<file path="src/rtl/fmul_share_arbiter_pkg.sv">
// ---------------------------------------------------------------------------
// fmul_share_arbiter_pkg
// Shared constants and types for the two-port floating-point multiplier
// arbiter: operand/rounding widths, the default multiplier latency, the
// requester id enum and the {valid, id} tag carried alongside each operation.
// ---------------------------------------------------------------------------
package fmul_share_arbiter_pkg;

    localparam int FP_W        = 32;
    localparam int RM_W        = 2;
    localparam int LATENCY_DEF = 3;
    // Width of the in-flight counter seen by the requesters (holds 0..3)
    localparam int CNT_W       = 2;

    localparam logic [RM_W-1:0] RM_NEAREST = 2'b00;

    typedef enum logic {
        REQ0 = 1'b0,
        REQ1 = 1'b1
    } req_id_e;

    typedef struct packed {
        logic    valid;
        req_id_e id;
    } tag_t;

    // The requester that should win the next contested cycle
    function automatic req_id_e other_id(input req_id_e id);
        return (id == REQ0) ? REQ1 : REQ0;
    endfunction

endpackage

</file>
<file path="src/rtl/fmul_share_arbiter_if.sv">
// ---------------------------------------------------------------------------
// fmul_share_arbiter_if
// Bundles everything between the arbiter and its neighbours except clock and
// reset: the global stall, both requester handshakes, the multiplier
// operand/result bus and the result/occupancy outputs.
//   slave  : the arbiter side (drives ready, fm_*, res_*, inflight, busy)
//   master : the surrounding logic (drives stall, req*, fm_s)
// ---------------------------------------------------------------------------
interface fmul_share_arbiter_if;
    import fmul_share_arbiter_pkg::*;

    logic              stall;

    logic              req0_valid;
    logic [FP_W-1:0]   req0_a;
    logic [FP_W-1:0]   req0_b;
    logic [RM_W-1:0]   req0_rm;
    logic              req0_ready;

    logic              req1_valid;
    logic [FP_W-1:0]   req1_a;
    logic [FP_W-1:0]   req1_b;
    logic [RM_W-1:0]   req1_rm;
    logic              req1_ready;

    logic [FP_W-1:0]   fm_a;
    logic [FP_W-1:0]   fm_b;
    logic [RM_W-1:0]   fm_rm;
    logic              fm_e;
    logic              fm_clrn;
    logic [FP_W-1:0]   fm_s;

    logic [FP_W-1:0]   res_data;
    logic              res0_valid;
    logic              res1_valid;
    logic [CNT_W-1:0]  inflight;
    logic              busy;

    modport slave (
        input  stall,
        input  req0_valid, req0_a, req0_b, req0_rm,
        output req0_ready,
        input  req1_valid, req1_a, req1_b, req1_rm,
        output req1_ready,
        output fm_a, fm_b, fm_rm, fm_e, fm_clrn,
        input  fm_s,
        output res_data, res0_valid, res1_valid, inflight, busy
    );

    modport master (
        output stall,
        output req0_valid, req0_a, req0_b, req0_rm,
        input  req0_ready,
        output req1_valid, req1_a, req1_b, req1_rm,
        input  req1_ready,
        input  fm_a, fm_b, fm_rm, fm_e, fm_clrn,
        output fm_s,
        input  res_data, res0_valid, res1_valid, inflight, busy
    );

endinterface

</file>
<file path="src/rtl/fmul_tag_pipe.sv">
// ---------------------------------------------------------------------------
// fmul_tag_pipe
// Shift register of {valid, id} tags that runs in lock-step with the
// multiplier stage registers, so the tail entry always describes the
// result currently on fm_s. Also keeps a running count of valid entries.
//   clk, clr   : clock, asynchronous active-high clear
//   en         : advance (same enable as the multiplier stages)
//   issue      : a real operation enters this cycle (0 = bubble)
//   issue_id   : owner of the entering operation
//   tail       : tag aligned with the multiplier output
//   occupancy  : number of valid tags currently held
// ---------------------------------------------------------------------------
module fmul_tag_pipe
    import fmul_share_arbiter_pkg::*;
#(
    parameter int LATENCY = LATENCY_DEF,
    parameter int OCC_W   = $clog2(LATENCY + 1)
) (
    input  logic             clk,
    input  logic             clr,
    input  logic             en,
    input  logic             issue,
    input  req_id_e          issue_id,
    output tag_t             tail,
    output logic [OCC_W-1:0] occupancy
);

    tag_t stages [LATENCY];

    // Tags shift only when the multiplier advances, so a stall freezes both
    // together. The counter adds the entering op and drops the op leaving
    // from the tail; both at once cancel out.
    always_ff @(posedge clk or posedge clr) begin
        if (clr) begin
            for (int i = 0; i < LATENCY; i++) begin
                stages[i] <= '0;
            end
            occupancy <= '0;
        end else if (en) begin
            stages[0] <= '{valid: issue, id: issue_id};
            for (int i = 1; i < LATENCY; i++) begin
                stages[i] <= stages[i-1];
            end
            if (issue && !tail.valid) begin
                occupancy <= occupancy + OCC_W'(1);
            end else if (!issue && tail.valid) begin
                occupancy <= occupancy - OCC_W'(1);
            end
        end
    end

    assign tail = stages[LATENCY-1];

endmodule

</file>
<file path="src/rtl/fmul_share_arbiter.sv">
// ---------------------------------------------------------------------------
// fmul_share_arbiter
// Lets two requesters share one pipelined single-precision multiplier.
// A round-robin arbiter issues at most one operation per cycle; a tag pipe
// remembers who issued each in-flight op and raises that requester's
// result-valid pulse when the product reaches fm_s.
//   clk  : clock, rising edge
//   clr  : asynchronous active-high reset; discards in-flight operations
//   bus  : slave side of fmul_share_arbiter_if (stall, requester handshakes,
//          multiplier operand/result bus, res_*, inflight, busy)
// ---------------------------------------------------------------------------
module fmul_share_arbiter
    import fmul_share_arbiter_pkg::*;
#(
    parameter int LATENCY = LATENCY_DEF,
    parameter int NREQ    = 2
) (
    input  logic                 clk,
    input  logic                 clr,
    fmul_share_arbiter_if.slave  bus
);

    localparam int OCC_W = $clog2(LATENCY + 1);

    logic [NREQ-1:0]  req_valid;
    logic             contested;
    logic             issue;
    req_id_e          grant_id;
    req_id_e          rr_ptr;
    tag_t             tail;
    logic [OCC_W-1:0] occupancy;

    assign req_valid = {bus.req1_valid, bus.req0_valid};
    assign contested = &req_valid;

    // Grant selection: a lone requester always wins; when both ask, the
    // round-robin pointer decides. Nothing issues while stalled or in reset,
    // and in that case a bubble with zeroed operands goes down the pipe.
    always_comb begin
        grant_id = REQ0;
        if (contested) begin
            grant_id = rr_ptr;
        end else if (bus.req1_valid) begin
            grant_id = REQ1;
        end
        issue = (|req_valid) && !bus.stall && !clr;
    end

    assign bus.req0_ready = issue && (grant_id == REQ0);
    assign bus.req1_ready = issue && (grant_id == REQ1);

    assign bus.fm_a  = !issue ? '0 : (grant_id == REQ1) ? bus.req1_a  : bus.req0_a;
    assign bus.fm_b  = !issue ? '0 : (grant_id == REQ1) ? bus.req1_b  : bus.req0_b;
    assign bus.fm_rm = !issue ? RM_NEAREST
                              : (grant_id == REQ1) ? bus.req1_rm : bus.req0_rm;
    assign bus.fm_e    = !bus.stall;
    assign bus.fm_clrn = !clr;

    // The pointer only moves after a contested issue, handing priority to
    // the loser; uncontested traffic does not disturb fairness.
    always_ff @(posedge clk or posedge clr) begin
        if (clr) begin
            rr_ptr <= REQ0;
        end else if (contested && !bus.stall) begin
            rr_ptr <= other_id(grant_id);
        end
    end

    fmul_tag_pipe #(
        .LATENCY (LATENCY),
        .OCC_W   (OCC_W)
    ) u_tag_pipe (
        .clk       (clk),
        .clr       (clr),
        .en        (bus.fm_e),
        .issue     (issue),
        .issue_id  (grant_id),
        .tail      (tail),
        .occupancy (occupancy)
    );

    // A stalled tail is held for the next enabled cycle, so the pulse is
    // suppressed until then to avoid reporting the same result twice.
    assign bus.res_data   = bus.fm_s;
    assign bus.res0_valid = tail.valid && (tail.id == REQ0) && !bus.stall;
    assign bus.res1_valid = tail.valid && (tail.id == REQ1) && !bus.stall;
    assign bus.inflight   = CNT_W'(occupancy);
    assign bus.busy       = (occupancy != '0);

endmodule

</file>
<file path="src/flat_wrapper.sv">
// flat-port wrapper written by rule: the top's interface ports become plain ports
module fmul_share_arbiter_flat import fmul_share_arbiter_pkg::*;
#(
    parameter int LATENCY = LATENCY_DEF,
    parameter int NREQ    = 2
)
  (clk, clr, bus_stall, bus_req0_valid, bus_req0_a, bus_req0_b, bus_req0_rm, bus_req0_ready, bus_req1_valid, bus_req1_a, bus_req1_b, bus_req1_rm, bus_req1_ready, bus_fm_a, bus_fm_b, bus_fm_rm, bus_fm_e, bus_fm_clrn, bus_fm_s, bus_res_data, bus_res0_valid, bus_res1_valid, bus_inflight, bus_busy);
  fmul_share_arbiter_if bus_i ();
  input  logic clk;
  input  logic clr;
  input wire logic [$bits(bus_i.stall)-1:0] bus_stall;
  input wire logic [$bits(bus_i.req0_valid)-1:0] bus_req0_valid;
  input wire logic [$bits(bus_i.req0_a)-1:0] bus_req0_a;
  input wire logic [$bits(bus_i.req0_b)-1:0] bus_req0_b;
  input wire logic [$bits(bus_i.req0_rm)-1:0] bus_req0_rm;
  output wire logic [$bits(bus_i.req0_ready)-1:0] bus_req0_ready;
  input wire logic [$bits(bus_i.req1_valid)-1:0] bus_req1_valid;
  input wire logic [$bits(bus_i.req1_a)-1:0] bus_req1_a;
  input wire logic [$bits(bus_i.req1_b)-1:0] bus_req1_b;
  input wire logic [$bits(bus_i.req1_rm)-1:0] bus_req1_rm;
  output wire logic [$bits(bus_i.req1_ready)-1:0] bus_req1_ready;
  output wire logic [$bits(bus_i.fm_a)-1:0] bus_fm_a;
  output wire logic [$bits(bus_i.fm_b)-1:0] bus_fm_b;
  output wire logic [$bits(bus_i.fm_rm)-1:0] bus_fm_rm;
  output wire logic [$bits(bus_i.fm_e)-1:0] bus_fm_e;
  output wire logic [$bits(bus_i.fm_clrn)-1:0] bus_fm_clrn;
  input wire logic [$bits(bus_i.fm_s)-1:0] bus_fm_s;
  output wire logic [$bits(bus_i.res_data)-1:0] bus_res_data;
  output wire logic [$bits(bus_i.res0_valid)-1:0] bus_res0_valid;
  output wire logic [$bits(bus_i.res1_valid)-1:0] bus_res1_valid;
  output wire logic [$bits(bus_i.inflight)-1:0] bus_inflight;
  output wire logic [$bits(bus_i.busy)-1:0] bus_busy;
  assign bus_i.stall = bus_stall;
  assign bus_i.req0_valid = bus_req0_valid;
  assign bus_i.req0_a = bus_req0_a;
  assign bus_i.req0_b = bus_req0_b;
  assign bus_i.req0_rm = bus_req0_rm;
  assign bus_req0_ready = bus_i.req0_ready;
  assign bus_i.req1_valid = bus_req1_valid;
  assign bus_i.req1_a = bus_req1_a;
  assign bus_i.req1_b = bus_req1_b;
  assign bus_i.req1_rm = bus_req1_rm;
  assign bus_req1_ready = bus_i.req1_ready;
  assign bus_fm_a = bus_i.fm_a;
  assign bus_fm_b = bus_i.fm_b;
  assign bus_fm_rm = bus_i.fm_rm;
  assign bus_fm_e = bus_i.fm_e;
  assign bus_fm_clrn = bus_i.fm_clrn;
  assign bus_i.fm_s = bus_fm_s;
  assign bus_res_data = bus_i.res_data;
  assign bus_res0_valid = bus_i.res0_valid;
  assign bus_res1_valid = bus_i.res1_valid;
  assign bus_inflight = bus_i.inflight;
  assign bus_busy = bus_i.busy;
  fmul_share_arbiter #(.LATENCY(LATENCY), .NREQ(NREQ)) u_core (.clk(clk), .clr(clr), .bus(bus_i));
endmodule
</file>
<file path="config.mk">
export PLATFORM = sky130hd
export DESIGN_NAME = fmul_share_arbiter_flat
export DESIGN_NICKNAME = d
export VERILOG_FILES = /design/src/rtl/fmul_share_arbiter_pkg.sv /design/src/rtl/fmul_share_arbiter_if.sv /design/src/rtl/fmul_tag_pipe.sv /design/src/rtl/fmul_share_arbiter.sv /design/src/flat_wrapper.sv
export SDC_FILE = /design/constraint.sdc
export NUM_CORES = 1
export LEC_CHECK = 0
export CAP_MARGIN = 25
export CELL_PAD_IN_SITES_DETAIL_PLACEMENT = 0
export CELL_PAD_IN_SITES_GLOBAL_PLACEMENT = 1
export CORE_ASPECT_RATIO = 1.75
export CORE_UTILIZATION = 11
export CTS_CLUSTER_SIZE = 25
export DETAILED_ROUTE_END_ITERATION = 6
export PLACE_DENSITY = 0.94
export SLEW_MARGIN = 20
export SYNTH_ARGS = -nofsm -noshare
export SYNTH_HDL_FRONTEND = slang
export SYNTH_HIERARCHICAL = 1
export SYNTH_SLANG_ARGS = --single-unit
export TNS_END_PERCENT = 50
</file>
<file path="constraint.sdc">
create_clock -name clk -period 1.8 [get_ports clk]
set_input_delay 0.36 -clock clk [delete_from_list [all_inputs] [get_ports clk]]
set_output_delay 0.36 -clock clk [all_outputs]
set_load 0.01 [all_outputs]
</file>
==> flow_metrics.env, run 1 <==
export IMPL_grt_overflow_total=0
export IMPL_post_route_drc_count=0
export IMPL_critPathBufInv=5
export IMPL_ys_ff_latch=9
export IMPL_hold_viol=0
export IMPL_vias=2274
export IMPL_gr_usage_met1_pct=9.258
export IMPL_p_leak_nw=1.738
export IMPL_dr_pass1_iters=4
export IMPL_htreeDepth=1
export IMPL_groute_usage_overall_pct=15.99
export IMPL_routed_wl_microns=11190
export IMPL_syn_area_per_cell_sq_um=8.996
export IMPL_holdWs_ns=0.2216
export IMPL_total_power_mw=1.865
export IMPL_place_congestion=0.9206
export IMPL_dp_hpwl_microns=8338
export IMPL_r2r_end="u_core/u_tag_pipe/occupancy[1]$_DFFE_PP0P_"
export IMPL_clock_sinks=9
export IMPL_insertion_delay_ns=0.23
export IMPL_grtUsageMet2_pct=34.84
export IMPL_rrSetupSlack_ns=0.58
export IMPL_finalWorstSetupSlack_ns=-0.2865
export IMPL_vdd_drop_max_mv=0.4311
export IMPL_powerDensity_nw_per_um2=489.4
export IMPL_ant_nets=0
export IMPL_max_freq_ghz=0.4793
export IMPL_grt_max_degree=19
export IMPL_critical_path_max_stage_delay_ns=0.36
export IMPL_end_kind="primary output"
export IMPL_failed_checks="setup timing"
export IMPL_dp_slack_ns=-1.053
export IMPL_grt_pass1_vias=2537
export IMPL_drive_above_1_share_pct=35.57
export IMPL_ys_types=24
export IMPL_cts_hold_buf=0
export IMPL_synthCells=153
export IMPL_cts_root_buffer="clkbuf_16"
export IMPL_hold_class="in -> async"
export IMPL_seq_area_frac_synth_pct=16.36
export IMPL_cts_made_buffers=3
export IMPL_clk_path_buf_depth=2
export IMPL_grt_pass1_wl_microns=14480
export IMPL_status="complete, but fails checks"
export IMPL_arrival_ns=1.73
export IMPL_crit_type="reg -> out"
export IMPL_fin_crit_ns=2.087
export IMPL_crit_path_frequent_cell="buf_12"
export IMPL_busiest_layer="met2"
export IMPL_crit_chain="inv_2, o2111a_2, buf_12, buf_12, clkbuf_16, a22o_1, buf_2"
export IMPL_cp_top_family="buffers and inverters"
export IMPL_synthArstFlopShare_pct=100.0
export IMPL_final_core_utilization_pct=31.58
export IMPL_required_ns=1.44
export IMPL_viasPerCell=4.323
export IMPL_clkTransAtPathRegs_ns=0.04
export IMPL_antenna_found_initial=4
export IMPL_synthFlopType="dfrtp_1"
export IMPL_reg2regPathDepth=5
export IMPL_slew_headroom_pct=76.83
export IMPL_drt_initial_drc_count=44
export IMPL_skew_ns=0.002118
export IMPL_r2r_start="u_core/u_tag_pipe/tail[1]$_DFFE_PP0P_"
export IMPL_final_setup_viol_count=68
export IMPL_core_sq_um=12070
export IMPL_fin_tns_setup_ns=-17.05
export IMPL_die_h_microns=150.0
export IMPL_wl_per_cell_microns=21.27
export IMPL_nets=528
export IMPL_final_common_cell="clkdlybuf4s50_1"
export IMPL_worst_pin_slew_ns=0.3464
export IMPL_synth_edf_count=0
export IMPL_worstPathMaxFanout=4
export IMPL_syn_nets=323
export IMPL_grt_setup_unrepaired="yes"
export IMPL_dieArea_sq_um=12980
export IMPL_ioPinCount=276
export IMPL_maxCapViolCount=0
export IMPL_fin_crit_sh_pct=115.9
export IMPL_dieWidth_microns=86.56
export IMPL_synth_area_sq_um=1376
export IMPL_numPortBuffers=211
export IMPL_rows=53
export IMPL_slew_violations=0
export IMPL_yosysWarnings=6
export IMPL_final_cell_mix="clkdlybuf4s50_1 (136), buf_2 (65), a22o_1 (64)"
export IMPL_initial_core_util_pct=11.40
export IMPL_tritoncts="done"
export IMPL_cpMaxStageDelayCell="dfrtp_1"
export IMPL_met3_usage_pct=3.806
export IMPL_area_growth_pct=176.9
export IMPL_cp_start_kind="flop"
## cell families (layout without fill, tap and decap cells)
| family | Yosys count | count (layout) | share of synthesized area (%) |
|---|---|---|---|
| AOI/OAI and AO/OA | 70 | 70 | 45.54 |
| buffers and inverters | 55 | 259 | 26.54 |
| DFF | 9 | 9 | 16.36 |
| and+or+nand+nor | 9 | 9 | 4.000 |
| muxes | 5 | 5 | 4.091 |
| xor gates and xnor gates | 4 | 4 | 2.546 |
| adders and majority gates | 1 | 1 | 0.9089 |
| other | 0 | 4 | 0 |
## flip-flops by register name (all words and copies together) (netlist names)
| register | count |
|---|---|
| u_core/u_tag_pipe/stages | 4 |
| u_core/u_tag_pipe/occupancy | 2 |
| u_core/u_tag_pipe/tail | 2 |
| u_core/rr_ptr | 1 |
## power by group
| group | internal, mW | switching [mW] |
|---|---|---|
| Clock | 0.295 | 0.0864 |
| Combinational | 0.726 | 0.440 |
| Sequential | 0.264 | 0.0537 |
## layout make-up
cell class | count | area [sq um]
Tap cell | 165 | 206.4
Inverter | 6 | 22.52
Sequential cell | 9 | 225.2
Multi-Input combinational cell | 89 | 804.5
Timing Repair Buffer | 249 | 2464
Antenna cell | 4 | 10.01
Fill cell | 1271 | 8258
Clock buffer | 4 | 78.83
## metrics by stage
stage / area, sq um / std cells
finish: 3811 / 526
floorplan: 1376 / 153
CTS: 3720 / 518
detailed placement: 3516 / 495
global placement: 3516 / 495
global route: 3811 / 526
## Yosys cell counts, types with 2 or more instances
library cell  number  area (sq um)
inv_1              5         18.77
buf_2              7         35.03
dfrtp_1            9         225.2
xor2_1             2         17.52
nor2_1             2         7.510
xnor2_1            2         17.52
buf_4             38         285.3
a22o_1            66         578.1
mux2_2             5         56.30
clkbuf_1           3         11.26
## timing repair
action                                  in CTS  in global routing
gates resized for setup                    318                  1
gates cloned                                11                  3
endpoints found under the setup margin      75                 68
buffers inserted                             8                  2
pin swaps                                   33                 11
## worst min-delay path: stages
cell	delay, ns
clkdlybuf4s15_2	0.22
inv_1	0.08
buf_4	0.11
## layer usage
layer,vias up,routed length [microns]
met3,49,1244
met4,0,1127
met5,-,0
met1,1018,2533
met2,238,6280
li1,969,-
## how the worst max path moves through the flow
stage                               from      endpoint  slack (ns)  cells after the start
4_1_cts        u_core/rr_ptr$_DFFE_PP0P_  bus_fm_b[19]       -0.30                      8
3_3_place_gp              bus_req1_valid  bus_fm_a[23]       -1.05                      6
6_report       u_core/rr_ptr$_DFFE_PP0P_  bus_fm_rm[1]       -0.29                      7
5_1_grt        u_core/rr_ptr$_DFFE_PP0P_  bus_fm_b[19]       -0.35                      8
3_5_place_dp              bus_req1_valid  bus_fm_a[23]       -1.05                      6
2_1_floorplan                  bus_stall  bus_fm_b[23]        0.12                      4
No activity file was read; power rests on OpenSTA's default activity.
==> inputs of run 2 (changes only) <==
--- a/config.mk
+++ b/config.mk
@@ -10,7 +10,7 @@
 export CELL_PAD_IN_SITES_GLOBAL_PLACEMENT = 1
 export CORE_ASPECT_RATIO = 1.75
 export CORE_UTILIZATION = 11
-export CTS_CLUSTER_SIZE = 25
+export CTS_CLUSTER_SIZE = 28
 export DETAILED_ROUTE_END_ITERATION = 6
 export PLACE_DENSITY = 0.94
 export SLEW_MARGIN = 20
==> results of run 2 <==
Final layout, timing and power as in run 1 (identical DEF).
==> inputs of run 3 (changes only) <==
--- a/config.mk
+++ b/config.mk
@@ -5,13 +5,15 @@
 export SDC_FILE = /design/constraint.sdc
 export NUM_CORES = 1
 export LEC_CHECK = 0
+export ABC_AREA = 1
 export CAP_MARGIN = 25
 export CELL_PAD_IN_SITES_DETAIL_PLACEMENT = 0
 export CELL_PAD_IN_SITES_GLOBAL_PLACEMENT = 1
 export CORE_ASPECT_RATIO = 1.75
-export CORE_UTILIZATION = 11
+export CORE_UTILIZATION = 14
 export CTS_CLUSTER_SIZE = 28
 export DETAILED_ROUTE_END_ITERATION = 6
+export MAX_ROUTING_LAYER = met4
 export PLACE_DENSITY = 0.94
 export SLEW_MARGIN = 20
 export SYNTH_ARGS = -nofsm -noshare
==> run 3 against run 2 <==
Against the previous run: the flow still finishes with violations (setup timing); first-iteration DRC count rose to 2.7 times the previous value; flip-flop and latch count did not move; non-clock buffer count rose by 36; synthesized cell count rose by 110%; clock power rose by 3%; global-route usage rose by 1.4 points; critical path type is now in -> out; largest cell class unchanged; largest power group unchanged.
==> flow_metrics.env, run 3 <==
export IMPL_ant_nets=0
export IMPL_antenna_found_initial=1
export IMPL_status="complete, but fails checks"
export IMPL_insertion_delay_ns=0.23
export IMPL_core_sq_um=13520
export IMPL_post_synth_top_area_fraction_pct=21.36
export IMPL_htreeDepth=1
export IMPL_syn_nets=498
export IMPL_end_kind="primary output"
export IMPL_required_ns=1.44
export IMPL_synth_area_top_cells="nand4_1 (21%), nand2_1 (16%), nand3_1 (15%)"
export IMPL_ioPinCount=276
export IMPL_place_congestion=0.7399
export IMPL_vias=3325
export IMPL_skew_ns=0.0005611
export IMPL_grt_overflow_total=0
export IMPL_dieArea_sq_um=14510
export IMPL_clock_sinks=9
export IMPL_clkTransAtPathRegs_ns=0.04
export IMPL_largest_register_ffs=4
export IMPL_synthMostInstantiatedCell="nand2_1"
export IMPL_numPortBuffers=211
export IMPL_powerDensity_nw_per_um2=420.3
export IMPL_cts_root_buffer="clkbuf_16"
export IMPL_cts_made_buffers=3
export IMPL_total_power_mw=2.093
export IMPL_grt_setup_unrepaired="yes"
export IMPL_finalWorstSetupSlack_ns=-0.07763
export IMPL_grt_pass1_wl_microns=18250
export IMPL_max_freq_ghz=0.5326
export IMPL_initial_core_util_pct=14.51
export IMPL_viasPerCell=4.605
export IMPL_failed_checks="setup timing"
export IMPL_synth_top_family_by_area="simple AND/OR/NAND/NOR gates"
export IMPL_dp_hpwl_microns=7697
export IMPL_crit_type="in -> out"
export IMPL_dieWidth_microns=91.49
export IMPL_synthFlopType="dfrtp_1"
export IMPL_clk_path_buf_depth=2
export IMPL_hold_class="in -> async"
export IMPL_arrival_ns=1.52
export IMPL_synth_compound_area_share_pct=1.531
export IMPL_synth_edf_count=0
export IMPL_wl_per_cell_microns=19.29
export IMPL_slew_violations=0
export IMPL_worstPathMaxFanout=5
export IMPL_holdWs_ns=0.09138
export IMPL_ys_ff_latch=9
export IMPL_fin_crit_sh_pct=104.3
export IMPL_synthAdderAreaFrac_pct=0.6378
export IMPL_grt_max_degree=40
export IMPL_tritoncts="done"
export IMPL_grt_pass1_vias=3165
export IMPL_synthXorXnorAreaFrac_pct=0.4464
export IMPL_synthCells=328
export IMPL_synth_area_mux_share_pct=0
export IMPL_synthArstFlopShare_pct=100.0
export IMPL_yosysWarnings=6
export IMPL_reg2regPathDepth=9
export IMPL_vdd_drop_max_mv=0.2447
export IMPL_p_leak_nw=2.397
export IMPL_area_growth_pct=153.9
export IMPL_groute_usage_overall_pct=17.35
export IMPL_synth_top_cells_by_count="nand2_1 (83), nand4_1 (67), nand3_1 (58)"
export IMPL_worst_pin_slew_ns=0.3161
export IMPL_final_common_cell="clkdlybuf4s50_1"
export IMPL_rows=56
export IMPL_routed_wl_microns=13930
export IMPL_die_h_microns=158.6
export IMPL_regMostFlops="u_core/u_tag_pipe/stages"
export IMPL_drive_above_1_share_pct=34.73
export IMPL_ys_types=21
export IMPL_final_setup_viol_count=20
export IMPL_drt_initial_drc_count=118
export IMPL_hold_viol=0
export IMPL_nFillCells=1394
export IMPL_cp_start_kind="primary input"
export IMPL_dr_pass1_iters=4
export IMPL_post_route_drc_count=0
export IMPL_final_cell_mix="clkdlybuf4s50_1 (137), nand2_1 (77), nand4_1 (67), buf_2 (63), nand3_1 (45)"
export IMPL_syn_area_per_cell_sq_um=5.981
export IMPL_slew_headroom_pct=78.90
export IMPL_cts_hold_buf=0
export IMPL_nets=718
export IMPL_synth_largest_area_cell="nand4_1"
export IMPL_seq_area_frac_synth_pct=11.48
export IMPL_maxCapViolCount=0
export IMPL_synthSimpleGateAreaFrac_pct=60.20
export IMPL_final_core_utilization_pct=36.83
export IMPL_fin_crit_ns=1.878
export IMPL_synth_area_sq_um=1962
[run 3: through the flow]
step	std cells	worst slack, ns	area (sq um)	setup TNS (ns)
5_1_grt	722	-0.1081	4981	-2.818
3_3_place_gp	667	-0.7157	4134	-45.74
6_report	722	-0.07763	4981	-0.3352
3_5_place_dp	667	-0.7332	4134	-47.29
4_1_cts	714	-0.1290	4826	-1.764
2_1_floorplan	328	0.1831	1962	0
[run 3: critical path: stages]
cell	delay, ns
buf_6	0.10
buf_6	0.11
nor2_4	0.13
buf_6	0.12
buf_6	0.12
buf_12	0.12
buf_16	0.11
nand4_1	0.13
nand2_1	0.09
buf_2	0.12
[run 3: final cells by class]
class	count	area (sq um)	area share (%)
Antenna cell	1	2.502	0.05024
Sequential cell	9	225.2	4.521
Tap cell	174	217.7	4.371
Timing Repair Buffer	285	3049	61.22
Clock buffer	4	78.83	1.583
Multi-Input combinational cell	236	1359	27.28
Inverter	13	48.80	0.9797
[run 3: routing by layer]
metal	global-route usage, %	vias up	routed length (microns)
met3	1.958	44	844
met1	15.60	1542	4378
met2	35.62	177	8165
met4	7.710	0	539
met5	-	-	0
li1	-	1562	-
[run 3: final timing paths]
check                           slack, ns                                      end                                     from
worst max register to register       0.51  u_core/u_tag_pipe/stages[4]$_DFFE_PP0P_                u_core/rr_ptr$_DFFE_PP0P_
worst max-delay path                -0.08                             bus_fm_a[31]                                      clr
worst min-delay path                 0.09                u_core/rr_ptr$_DFFE_PP0P_                                      clr
worst min register to register       0.49  u_core/u_tag_pipe/stages[4]$_DFFE_PP0P_  u_core/u_tag_pipe/stages[4]$_DFFE_PP0P_
max in group asynchronous            1.27  u_core/u_tag_pipe/stages[4]$_DFFE_PP0P_                                      clr
min in group clk                     0.48                u_core/rr_ptr$_DFFE_PP0P_                           bus_req0_valid
[run 3: kinds of logic (layout without fill, tap and decap cells)]
kind of cell               count (synthesis)  count (layout)
and+or+nand+nor                          228             228
buffers and inverters                     83             302
DFF                                        9               9
AOI/OAI and AO/OA                          6               6
adders and majority gates                  1               1
xor gates and xnor gates                   1               1
other                                      0               1
[run 3: timing repair]
| item | 4_1_cts | 5_1_grt |
|---|---|---|
| setup endpoints to repair | 74 | 67 |
| setup buffers | 25 | 8 |
| cloned | 18 | 6 |
| endpoints found under the hold margin | 0 | 0 |
| resized for setup | 322 | 40 |
| pin swaps | 32 | 63 |
[run 3: power by group]
group	switching (mW)	leakage, nW	internal, mW
combinational	0.601	2.24	0.817
sequential	0.0391	0.115	0.245
clock	0.0951	0.0382	0.296
==> RTL change 1, RTL diff (settings of run 2) <==
Set the package constant `CNT_W` to 3 (it was 2).
--- a/src/rtl/fmul_share_arbiter_pkg.sv
+++ b/src/rtl/fmul_share_arbiter_pkg.sv
@@ -11,5 +11,5 @@
     localparam int LATENCY_DEF = 3;
     // Width of the in-flight counter seen by the requesters (holds 0..3)
-    localparam int CNT_W       = 2;
+    localparam int CNT_W       = 3;
 
     localparam logic [RM_W-1:0] RM_NEAREST = 2'b00;
Ports: changed (resized bus_inflight); port bits go from 276 to 277. No check against the original RTL was run, so the function may have changed too.
==> RTL change 1 against run 2 <==
  * Setup slack got worse by 5.2 ps
  * Final area fell by 2.7%
  * Sequential share of layout area rose by 0.17 points
  * Area after synthesis rose by 0.82%
  * Power rose by 0.21%
  * Wire length fell by 9.8%
  * Synthesized cell count rose by 1.3%
  * The flow still finishes with violations (setup timing)
  * Sequential cell count did not move
  * Non-clock buffer count did not move
  * Largest cell class unchanged
  * Critical endpoint is now bus_fm_a[4]
==> RTL change 1: results <==
metrics = {
    "outcome": {
        "status": "finished, violations left",
        "violations": "setup timing",
    },
    "placement": {
        "hpwl_um": 7933,
        "dp_slack_ps": -964.2,
        "gp_congestion": 0.9102,
        "dp.cells": 498,
    },
    "power_and_ir_drop": {
        "p_leak_nw": 1.697,
        "peakVddDrop_v": 0.0004398,
    },
    "detailed_routing": {
        "drt-total-wl_um": 10090,
        "vias_per_cell": 4.202,
    },
    "grt": {
        "grt_first_pass_wirelength_um": 13680,
        "grt_pass1_vias": 2548,
        "antenna_found_initial": 3,
        "grt_max_degree": 17,
    },
    "finish": {
        "final_cells": 525,
        "drive_above_1_share_pct": 34.92,
    },
    "timing": {
        "setup_viol": 68,
        "setup_ws_ps": -291.7,
        "hold_ws_ps": 238.5,
        "finalClockSkew_ps": 1.308,
    },
    "logic_synthesis": {
        "ys_seq_area_share_pct": 16.23,
        "synth_common_cells": "a22o_1 (66), buf_4 (39), dfrtp_1 (9)",
        "synth_area_leaders": "a22o_1 (42%), buf_4 (21%), dfrtp_1 (16%)",
        "synth_cell_types": 25,
    },
    "critical_path": {
        "cp-endpoint": "bus_fm_a[4]",
    },
}
-- RTL change 1: cell types whose count changed after synthesis --
cell    delta
conb_1     +1
buf_4      +1
-- RTL change 1: area by class of cell --
cell class / count / area [um^2]
fillers: 1272 / 8428
repair buffers: 249 / 2370
multi-input cells: 90 / 799.5
flip-flops and latches: 9 / 225.2
well taps: 165 / 206.4
clock buffers: 4 / 78.83
inverters: 6 / 22.52
diodes: 2 / 5.005
-- RTL change 1: worst min-delay path by stage --
stage | start | endpoint | cells past startpoint
finish | clr | u_core/u_tag_pipe/tail[0] | 2
global route | clr | u_core/u_tag_pipe/stages[3] | 2
CTS | clr | u_core/u_tag_pipe/stages[4] | 2
detailed placement | u_core/u_tag_pipe/stages[3] | u_core/u_tag_pipe/tail[1] | 2
global placement | u_core/u_tag_pipe/stages[3] | u_core/u_tag_pipe/tail[1] | 2
floorplan | clr | u_core/rr_ptr | 1
-- RTL change 1: cells by family (layout without fill, tap and decap cells) --
| group | count (synthesis) | in the layout | synth area share, % |
|---|---|---|---|
| other | 1 | 3 | 0.2703 |
| and+or+nand+nor | 9 | 9 | 3.967 |
| AOI/OAI and AO/OA | 70 | 70 | 45.18 |
| adders and majority gates | 1 | 1 | 0.9016 |
| buffers and inverters | 56 | 259 | 26.87 |
| DFF | 9 | 9 | 16.23 |
| xor gates and xnor gates | 4 | 4 | 2.525 |
| muxes | 5 | 5 | 4.057 |
-- RTL change 1: where the power goes --
group / leakage, nW / internal (mW) / switching, mW
sequential: 0.112 / 0.264 / 0.0447
clock: 0.0382 / 0.296 / 0.0943
combinational: 1.55 / 0.733 / 0.438
total: 1.70 / 1.29 / 0.577
-- RTL change 1: what timing repair did --
action / CTS / global route
gates cloned: 8 / 1
resized for setup: 330 / 7
buffers inserted: 15 / 2
pin swaps: 10 / 15
endpoints found under the setup margin: 75 / 68
-- RTL change 1: through the flow --
stage | TNS [ps] | total power, mW | area, um^2
2_1_floorplan | 0 | 0.7516 | 1388
3_3_place_gp | -61620 | 1.402 | 3547
3_5_place_dp | -63520 | 1.421 | 3547
4_1_cts | -16400 | 1.866 | 3722
5_1_grt | -18770 | 1.965 | 3705
6_report | -13860 | 1.869 | 3707
-- RTL change 1: per-layer routing --
metal	GRT usage, %	up-vias	share of wire, %
met3	7.950	45	16
met2	29.02	203	51
met1	9.524	988	25
met5	0	-	0.13
li1	-	968	-
met4	12.42	2	7.9
-- RTL change 1: critical path: cells and delay by family, from the launching register on --
kind,cells,cell delay [ps]
buffers and inverters,6,720
AO/OA/AOI/OAI,2,430
flip-flops,1,360
